### src/rtl/hop_param_ctrl.sv
// Hop-kernel input sequencer: captures a hop request, runs the serial F/F' mod
// engine, presents kernel inputs for one settle cycle and latches the returned channel.
module hop_param_ctrl #(
  parameter int unsigned MODBITS = 26,
  parameter int unsigned NMIN    = 20,
  parameter int unsigned NMAX    = 79
) (
  input  logic        clk,
  input  logic        rstz,
  input  logic        req,
  output logic        ready,
  input  logic [1:0]  mode,
  input  logic [27:0] clk_in,
  input  logic [27:0] addr_in,
  input  logic [79:0] afh_map_in,
  input  logic [6:0]  afh_n_in,
  output logic [4:0]  k_X,
  output logic [4:0]  k_C,
  output logic [4:0]  k_A,
  output logic [3:0]  k_B,
  output logic [8:0]  k_D,
  output logic [6:0]  k_E,
  output logic [6:0]  k_F,
  output logic [6:0]  k_Fp,
  output logic        k_Y1,
  output logic [5:0]  k_Y2,
  output logic [79:0] k_map,
  output logic [6:0]  k_modN,
  input  logic [6:0]  k_fk,
  output logic [6:0]  fk,
  output logic        done,
  output logic        err
);

  localparam int unsigned CW = $clog2(MODBITS);

  typedef enum logic [1:0] {S_IDLE, S_MOD, S_SETTLE, S_DONE} state_e;

  typedef struct packed {
    logic [4:0]  x;
    logic        y1;
    logic [5:0]  y2;
    logic [4:0]  a;
    logic [3:0]  b;
    logic [4:0]  c;
    logic [8:0]  d;
    logic [6:0]  e;
    logic [6:0]  f;
    logic [6:0]  fp;
    logic [79:0] map;
    logic [6:0]  modn;
  } kset_t;

  state_e         state_q;
  logic [CW-1:0]  cnt_q;
  logic [27:1]    clk_q;
  logic [27:0]    addr_q;
  logic [79:0]    map_q;
  logic [6:0]     n_q;
  logic [1:0]     mode_q;
  logic [7:0]     r79_q, rN_q;
  logic [7:0]     r79_d, rN_d;
  kset_t          k_q;
  logic [6:0]     fk_q;
  logic           done_q, err_q, ready_q;

  logic [MODBITS-1:0] vbits;
  logic               b_bit;
  logic [6:0]         modn_eff;
  logic [8:0]         t79, tN;
  logic               last_iter;
  logic               unused_clk0;

  // CLK[0] plays no part in any kernel input.
  assign unused_clk0 = clk_in[0];

  function automatic kset_t build_k(input logic [1:0]  m,
                                    input logic [27:1] c,
                                    input logic [27:0] a,
                                    input logic [79:0] mp,
                                    input logic [6:0]  n,
                                    input logic [7:0]  f,
                                    input logic [7:0]  fp);
    kset_t k;
    k      = '0;
    k.b    = a[22:19];
    k.e    = {a[13], a[11], a[9], a[7], a[5], a[3], a[1]};
    k.map  = {1'b0, {79{1'b1}}};
    k.modn = 7'd79;
    if (m == 2'b00) begin
      k.x = c[16:12];
      k.a = a[27:23];
      k.c = {a[8], a[6], a[4], a[2], a[0]};
      k.d = a[18:10];
    end else begin
      k.x  = c[6:2];
      k.y1 = c[1];
      k.y2 = {c[1], 5'b00000};
      k.a  = a[27:23] ^ c[25:21];
      k.c  = {a[8], a[6], a[4], a[2], a[0]} ^ c[20:16];
      k.d  = a[18:10] ^ c[15:7];
      k.f  = 7'(f);
      k.fp = 7'(fp);
      if (m == 2'b10) begin
        k.map  = mp;
        k.modn = n;
      end
    end
    return k;
  endfunction

  // MSB-first walk over {CLK[27:7],5'b0}; F' sees all bits, F stops one short (x16 vs x32).
  always_comb begin
    vbits     = {clk_q[27:7], 5'b00000};
    b_bit     = vbits[CW'(MODBITS - 1) - cnt_q];
    last_iter = (cnt_q == CW'(MODBITS - 1));
    modn_eff  = (mode_q == 2'b10) ? n_q : 7'd79;
    t79       = {r79_q, b_bit};
    tN        = {rN_q, b_bit};
    r79_d     = (t79 >= 9'd79) ? 8'(t79 - 9'd79) : 8'(t79);
    rN_d      = (tN >= {2'b00, modn_eff}) ? 8'(tN - {2'b00, modn_eff}) : 8'(tN);
  end

  always_ff @(posedge clk or negedge rstz) begin
    if (!rstz) begin
      state_q <= S_IDLE;
      cnt_q   <= '0;
      clk_q   <= '0;
      addr_q  <= '0;
      map_q   <= '0;
      n_q     <= '0;
      mode_q  <= '0;
      r79_q   <= '0;
      rN_q    <= '0;
      k_q     <= '0;
      fk_q    <= '0;
      done_q  <= 1'b0;
      err_q   <= 1'b0;
      ready_q <= 1'b1;
    end else begin
      done_q <= 1'b0;
      err_q  <= 1'b0;
      unique case (state_q)
        S_IDLE: begin
          if (req) begin
            clk_q   <= clk_in[27:1];
            addr_q  <= addr_in;
            map_q   <= afh_map_in;
            n_q     <= afh_n_in;
            mode_q  <= mode;
            r79_q   <= '0;
            rN_q    <= '0;
            cnt_q   <= '0;
            ready_q <= 1'b0;
            if (mode == 2'b00) begin
              k_q     <= build_k(mode, clk_in[27:1], addr_in, afh_map_in, afh_n_in, '0, '0);
              state_q <= S_SETTLE;
            end else if ((mode == 2'b11) ||
                         ((mode == 2'b10) &&
                          ((afh_n_in < 7'(NMIN)) || (afh_n_in > 7'(NMAX))))) begin
              done_q  <= 1'b1;
              err_q   <= 1'b1;
              state_q <= S_DONE;
            end else begin
              state_q <= S_MOD;
            end
          end
        end
        S_MOD: begin
          rN_q <= rN_d;
          if (!last_iter) begin
            r79_q <= r79_d;
            cnt_q <= cnt_q + 1'b1;
          end else begin
            k_q     <= build_k(mode_q, clk_q, addr_q, map_q, n_q, r79_q, rN_d);
            state_q <= S_SETTLE;
          end
        end
        S_SETTLE: begin
          fk_q    <= k_fk;
          done_q  <= 1'b1;
          state_q <= S_DONE;
        end
        S_DONE: begin
          ready_q <= 1'b1;
          state_q <= S_IDLE;
        end
        default: state_q <= S_IDLE;
      endcase
    end
  end

  assign ready  = ready_q;
  assign done   = done_q;
  assign err    = err_q;
  assign fk     = fk_q;
  assign k_X    = k_q.x;
  assign k_Y1   = k_q.y1;
  assign k_Y2   = k_q.y2;
  assign k_A    = k_q.a;
  assign k_B    = k_q.b;
  assign k_C    = k_q.c;
  assign k_D    = k_q.d;
  assign k_E    = k_q.e;
  assign k_F    = k_q.f;
  assign k_Fp   = k_q.fp;
  assign k_map  = k_q.map;
  assign k_modN = k_q.modn;

endmodule
### config.mk
export PLATFORM = sky130hd
export DESIGN_NAME = hop_param_ctrl
export DESIGN_NICKNAME = d
export VERILOG_FILES = /design/src/rtl/hop_param_ctrl.sv
export SDC_FILE = /design/constraint.sdc
export NUM_CORES = 1
export LEC_CHECK = 0
export ABC_AREA = 1
export CORE_ASPECT_RATIO = 1.5
export CORE_MARGIN = 4
export CORE_UTILIZATION = 50
export DETAILED_ROUTE_END_ITERATION = 8
export HOLD_SLACK_MARGIN = 0.05
export PLACE_DENSITY_LB_ADDON = 0.1
export REMOVE_ABC_BUFFERS = 1
export SLEW_MARGIN = 20
export SYNTH_ARGS = -nofsm -noshare
export SYNTH_HDL_FRONTEND = slang
export SYNTH_SLANG_ARGS = --single-unit
### constraint.sdc
create_clock -name clk -period 3 [get_ports clk]
set_clock_uncertainty 0.05 [all_clocks]
set_input_delay 0.45 -clock clk [delete_from_list [all_inputs] [get_ports clk]]
set_output_delay 0.45 -clock clk [all_outputs]
set_load 0.02 [all_outputs]
Word level (Yosys, flattened, before mapping)
Cells that the tools add are included.
- register bits: 320
- word-level logic and storage cells: 96
- output and inout bits: 153
- input port bits: 155
- equal/unequal tests: 11
- reductions and logical operators: 14
- mux-type cells: 34
- add/subtract/negate cells: 4
- $lt $le $gt $ge: 5
- bitwise logic cells: 3
- operator list (cell ; number):
    two-way mux 143 bit ; 3
    case mux 143 bit (2 select lines) ; 1
    two-way mux 101 bit ; 1
    two-way mux 87 bit ; 1
    two-way mux 8 bit ; 4
    case mux 8 bit (2 select lines) ; 2
    two-way mux 5 bit ; 4
    two-way mux 14 bit ; 1
    two-way mux 7 bit ; 2
    equality test 2 bit, second input constant ; 5
    case mux 5 bit (2 select lines) ; 1
    bitwise XOR 5 bit ; 2
    greater-or-equal comparator 9 x 7 -> 1 bit ; 1
    greater-or-equal comparator 9 x 7 -> 1 bit, second input constant ; 1
    bitwise XOR 9 bit ; 1
    two-way mux 2 bit ; 4
    inequality test 2 bit, second input constant ; 4
    case mux 2 bit (4 select lines) ; 1
    AND reduction 2 bit ; 4
    subtractor 8 x 7 -> 8 bit ; 1
    subtractor 8 x 7 -> 8 bit, second input constant ; 1
    > comparator 7 bit, second input constant ; 1
    < comparator 7 x 5 -> 1 bit, second input constant ; 1
    zero test 2 bit ; 3
    13 further kinds ; 21

Depth between registers and ports, before layout
- depth in word-level cells: 8
- mapped depth: 23
- depth with buffers taken out: 23

Worst setup path before layout
OpenSTA, ideal clock, no wires.
- kind: reg-to-reg
- start point: reg cnt_q[1]
- end point: reg rN_q[4]
- cell stages (with the launch flop): 18
- data arrival time: 2.520 ns
- period minus slack after synthesis: 2.703 ns
- data required time: 2.817 ns
- buffers on the path: 0
- setup time: 0.133 ns
- setup slack: 0.297 ns
- cells stage by stage: dfrtp_1 -> inv_2 -> ha_1 -> inv_1 -> nor2_1 -> nand2_1 -> nor2_1 -> nor2_1 -> nand2_1 -> nand2_1 -> ha_1 -> nand4_1 -> o31ai_1 -> nor2_2 -> inv_1 -> nand2_1 -> nand3_1 -> o21ai_0
- longest elaborated chain between the ends: 6
- elaborated cells between the ends (all ways): 7
- classes of those cells: 2 x add/sub; 1 x order compare; 4 x mux
- ends and longest elaborated chain (item ; line ; text):
    start: declaration ; 55 ; logic [CW-1:0] cnt_q;
    start signal: assignment ; 173 ; cnt_q <= cnt_q + 1'b1;
    subtractor 5 bit * ; 115 ; b_bit = vbits[CW'(MODBITS - 1) - cnt_q];
    binary-select mux 1 bit (select 5 bit) * ; 115 ;
    two-way mux 1 bit (not written as such) * ; 115 ;
    subtractor 8 x 7 -> 8 bit / greater-or-equal comparator 9 x 7 -> 1 bit (equally long branches) ; 121 ; rN_d = (tN >= {2'b00, modn_eff}) ? 8'(tN - {2'b00, modn_eff}) : 8'(tN);
    two-way mux 8 bit * ; 121 ;
    case mux 8 bit (2 select lines) * ; 143 ; unique case (state_q)
    end signal: assignment ; 170 ; rN_q <= rN_d;
    end: declaration ; 61 ; logic [7:0] r79_q, rN_q;
Every way passes the cells marked *; elsewhere a longest branch is shown, timed or not. The select of a mux whose other input is x is not followed.
A chain may end at the register's enable or synchronous reset.

Worst setup path in the final report
- start point: reg cnt_q[2]
- end point: reg r79_q[5]
- longest elaborated chain between the ends: 7
- elaborated cells between the ends (all ways): 11
- classes of those cells: 2 x add/sub; 1 x order compare; 2 x eq/ne; 5 x mux; 1 x reduce/logical
- ends and longest elaborated chain (item ; line ; text):
    subtractor 5 bit ; 115 ;
    binary-select mux 1 bit (select 5 bit) ; 115 ;
    two-way mux 1 bit (not written as such) ; 115 ;
    subtractor 8 x 7 -> 8 bit / greater-or-equal comparator 9 x 7 -> 1 bit (equally long branches) ; 120 ; r79_d = (t79 >= 9'd79) ? 8'(t79 - 9'd79) : 8'(t79);
    two-way mux 8 bit ; 120 ;
    two-way mux 8 bit ; 171 ; if (!last_iter) begin
    case mux 8 bit (2 select lines) ; 143 ;
    end signal: assignment ; 172 ; r79_q <= r79_d;
    end: declaration ; 61 ;
Several ways; a longest one is shown, not always the timed one. The select of a mux whose other input is x is not followed.

==> results_tabular.tex <==
\begin{tabular}{lr}
\hline
Metric & Value \\
\hline
\multicolumn{2}{l}{\textbf{Outcome}} \\
Result of the run & finished clean \\
\multicolumn{2}{l}{\textbf{Synth}} \\
Warnings from Yosys & 0 \\
Count of state elements after synthesis & 314 \\
Cell types with the largest area share after synthesis & dfrtp\_1 58\%, nand2\_1 16\%, o22a\_1 5.3\% \\
Leading area contributor after synthesis & dfrtp\_1 \\
Part of the Yosys area used for sequential elements & 58.35\% \\
Mean area per synthesized cell & 9.113 um\^{}2 \\
Number of library cell types mapped by synthesis & 45 \\
Cell count after synthesis & 1478 \\
FFs w/ async S/R, synth & 100.0\% \\
Cell area after synthesis & 13470 um\^{}2 \\
Most frequently used flop master after synthesis & dfrtp\_1 \\
Number of flops mapped to enable cells by yosys & 0 \\
Top-area cell type share of the netlist area & 58.15\% \\
\multicolumn{2}{l}{\textbf{Placed design}} \\
Global placer's final weighted congestion & 0.8459 \\
Number of port buffers & 301 \\
Pre-CTS setup slack & 53.15 ps \\
Cell area after placement & 16940 um\^{}2 \\
DP Wirelength & 25060 um \\
\multicolumn{2}{l}{\textbf{Drt}} \\
DRC errors left & 0 \\
Post-detailed-route wirelength per cell & 16.83 um \\
Total wirelength of the detailed-routed design & 35950 um \\
Number of detailed-route iterations in the first pass & 5 \\
Detail Route Antenna Nets & 0 \\
DRT iter0 DRCs & 536 \\
Via count of the routed design & 10920 \\
Vias per cell & 5.110 \\
\multicolumn{2}{l}{\textbf{Setup path}} \\
Launching element type of the critical path & register \\
Start point of the critical path & cnt\_q[2] \\
Crit Reg-Reg Endpoint & r79\_q[5] \\
CP Max Fanout & 5 \\
Register-to-register path setup slack & 310 ps \\
Worst-case reg-to-reg path depth & 22 \\
Reg2Reg Launch Point & cnt\_q[2] \\
Data arrival time at the worst-slack endpoint & 3130 ps \\
Required time reported for the critical path endpoint & 3440 ps \\
Setup CP Type & register to register \\
Critical path destination & r79\_q[5] \\
Worst Setup End Kind & register \\
\multicolumn{2}{l}{\textbf{Die}} \\
Die boundary width & 142.0 um \\
Die Span Y & 209.0 um \\
Starting density of the core & 50.68\% \\
I/O pin cnt & 308 \\
Area of the die & 29680 um\^{}2 \\
Number of core rows & 73 \\
Core ar. & 26580 um\^{}2 \\
\multicolumn{2}{l}{\textbf{Clock tree}} \\
Maximum clock insertion buffer count & 3 \\
Root Buffer Master & clkbuf\_16 \\
Clock-pin slew on the worst setup and hold paths & 60 ps \\
TritonCTS Buffers & 30 \\
Clock tree from TritonCTS & yes \\
Clock sinks & 314 \\
Clock latency on the worst-skew pair & 550 ps \\
CTS HTree Levels & 1 \\
Setup fix buffers added after clock tree synthesis & 0 \\
\multicolumn{2}{l}{\textbf{STA}} \\
Post-route setup slack & 311.9 ps \\
Endpoints failing setup & 0 \\
Hold Fails Final Rpt & 0 \\
Actual slew at the worst max-slew pin & 663.6 ps \\
Final critical-path share of the clock period & 89.60\% \\
Fin crit period & 2688 ps \\
Worst hold slack after final layout & 370.7 ps \\
Slew headroom & 55.76\% \\
Maximum clock frequency & 372.0 MHz \\
Pins Over Slew Limit & 0 \\
RSZ-0062 raised after global routing & false \\
\multicolumn{2}{l}{\textbf{Power}} \\
Reg power frac & 34.9\% \\
Net load switching power & 8.134 mW \\
Share of total power in the clock network & 19.4\% \\
P\_int & 12.32 mW \\
Switching Fraction & 39.76\% \\
Power density relative to cell area & 1133 nW/um\^{}2 \\
Overall power consumption & 20.46 mW \\
Worst voltage drop across the vdd grid & 0.7704 mV \\
Relative contribution of combinational cells to total power & 45.6\% \\
Total leakage power & 8.335 nW \\
\multicolumn{2}{l}{\textbf{Global route}} \\
Vias in the first global route & 11390 \\
Global router's overall resource usage & 24.39\% \\
Largest net degree at the start of global routing & 101 \\
Number of antenna violations at the first check in global routing & 7 \\
Total global routing overflow & 0 \\
Wire length of the first global-routing pass & 58700 um \\
\multicolumn{2}{l}{\textbf{Worst hold path}} \\
Classification of the worst-slack hold path & input port to register \\
Hold path depth & 3 \\
\multicolumn{2}{l}{\textbf{Final layout}} \\
Final design instance area without fill & 18050 um\^{}2 \\
Area Overhead vs Synth & 34.05\% \\
Share of final-layout standard cells stronger than drive strength 1 & 6.800\% \\
Post-layout net count & 1942 \\
Core utilization of the finished layout & 67.93\% \\
\multicolumn{2}{l}{\textbf{Run}} \\
Count of maximum capacitance violations & 0 \\
\hline
\end{tabular}
==> cell usage in the layout, fill, tap and decap left out, drive strengths merged, types with 7 or more instances in the layout <==
master         netlist  final
clkbuf              37     43
clkdlybuf4s50        0    300
dfrtp              313    313
o21ai              126    126
nand4               13     13
nand2              581    581
nor2                54     54
nand3               34     34
o22a                82     82
xor2                 9      9
xnor2               12     12
ha                  15     15
buf                 44     37
a21oi               23     23
inv                 95     94
mux2                 7      7
==> final cells by class <==
class                      count  area, um^2
antenna                        5       12.51
fill                        2155        8524
clock buffer                  43       880.8
multi-input combinational    992        4927
clock inverter                12       167.7
inverter                      95       362.8
timing repair buffer         338        3423
sequential                   314        7859
tap                          337       421.7
==> synth_stat cells (all sizes together), types with 2 or more instances <==
library cell and number:
nand2 581, dfrtp 313, o21ai 126, inv 95, o22a 82, nor2 54
buf 44, clkbuf 37, nand3 34, a21oi 23, ha 15, nand4 13
xnor2 12, xor2 9, mux2 7, or2 6, nor3 4, a22o 3
nand3b 3, a2bb2oi 2, a31oi 2, o211ai 2, o31ai 2
==> logic make-up after synthesis <==
group / after synthesis / synth area share (%)
adders and majority gates: 16 / 1.542
other: 1 / 0.02784
xor gates and xnor gates: 21 / 1.366
muxes: 7 / 0.5853
and+or+nand+nor: 696 / 20.51
buffers and inverters: 176 / 5.769
AOI/OAI and AO/OA: 247 / 11.85
DFF: 314 / 58.35
==> worst min-delay path by stage <==
stage	startpoint	end
6_report	afh_map_in[36]	map_q[36]
5_1_grt	afh_map_in[7]	map_q[7]
4_1_cts	afh_map_in[36]	map_q[36]
3_5_place_dp	clk_q[3]	clk_q[3]
3_3_place_gp	clk_q[2]	clk_q[2]
2_1_floorplan	rstz	addr_q[0]
==> what timing repair did <==
| action | in CTS | in global routing |
|---|---|---|
| gates resized for setup | 0 | 11 |
| hold buffers | 1 | 0 |
| hold endpoints to repair | 72 | 0 |
| endpoints found under the setup margin | 0 | 22 |
==> power groups by stage <==
stage | clock [mW] | combinational (mW) | sequential [mW]
after floorplan | 0 | 4.53 | 8.00
after global placement | 0 | 9.18 | 7.12
after detailed placement | 0 | 9.32 | 7.19
after CTS | 4.09 | 9.37 | 7.15
after global routing | 4.24 | 10.4 | 7.37
final | 3.98 | 9.33 | 7.15
==> flip-flops by register name, summed over array words and instances (netlist names), 4 cells and up <==
register  count
k_E           7
n_q           7
fk            7
clk_q        27
k_B           4
k_map        80
r79_q         8
rN_q          8
addr_q       28
k_A           5
map_q        80
k_Fp          7
k_F           7
k_X           5
cnt_q         5
k_C           5
k_modN        7
k_D           9
==> layer usage <==
layer / global-route usage [%] / vias up / share of wire, %
met2: 42.04 / 296 / 51
met3: 8.219 / 64 / 8.4
met1: 28.37 / 5211 / 38
met5: 0 / - / 0.061
met4: 8.079 / 4 / 2.9
li1: - / 5340 / -
==> metrics by stage <==
step,instances,TNS (ps)
after detailed placement,2075,0
after CTS,2131,0
after global routing,2136,0
after floorplan,1401,-506510
final,2136,0
after global placement,2075,0
==> critical path: stages (launching register included) <==
cell and delay, ps:
dfrtp_1 400, inv_2 90, ha_4 130, nand2_1 90, nand2_1 120, inv_1 80, nor2_1 80, nand2_1 80
nand3_2 120, nand2_2 80, buf_4 160, inv_1 70, ha_1 160, nand2_1 90, nor2_2 120, inv_1 80
nand2_1 110, nand2_1 60, a21oi_1 130, nand2_1 80, a21oi_1 110, o21ai_0 90, nand2_1 60
(Power assumes the default switching activity.)
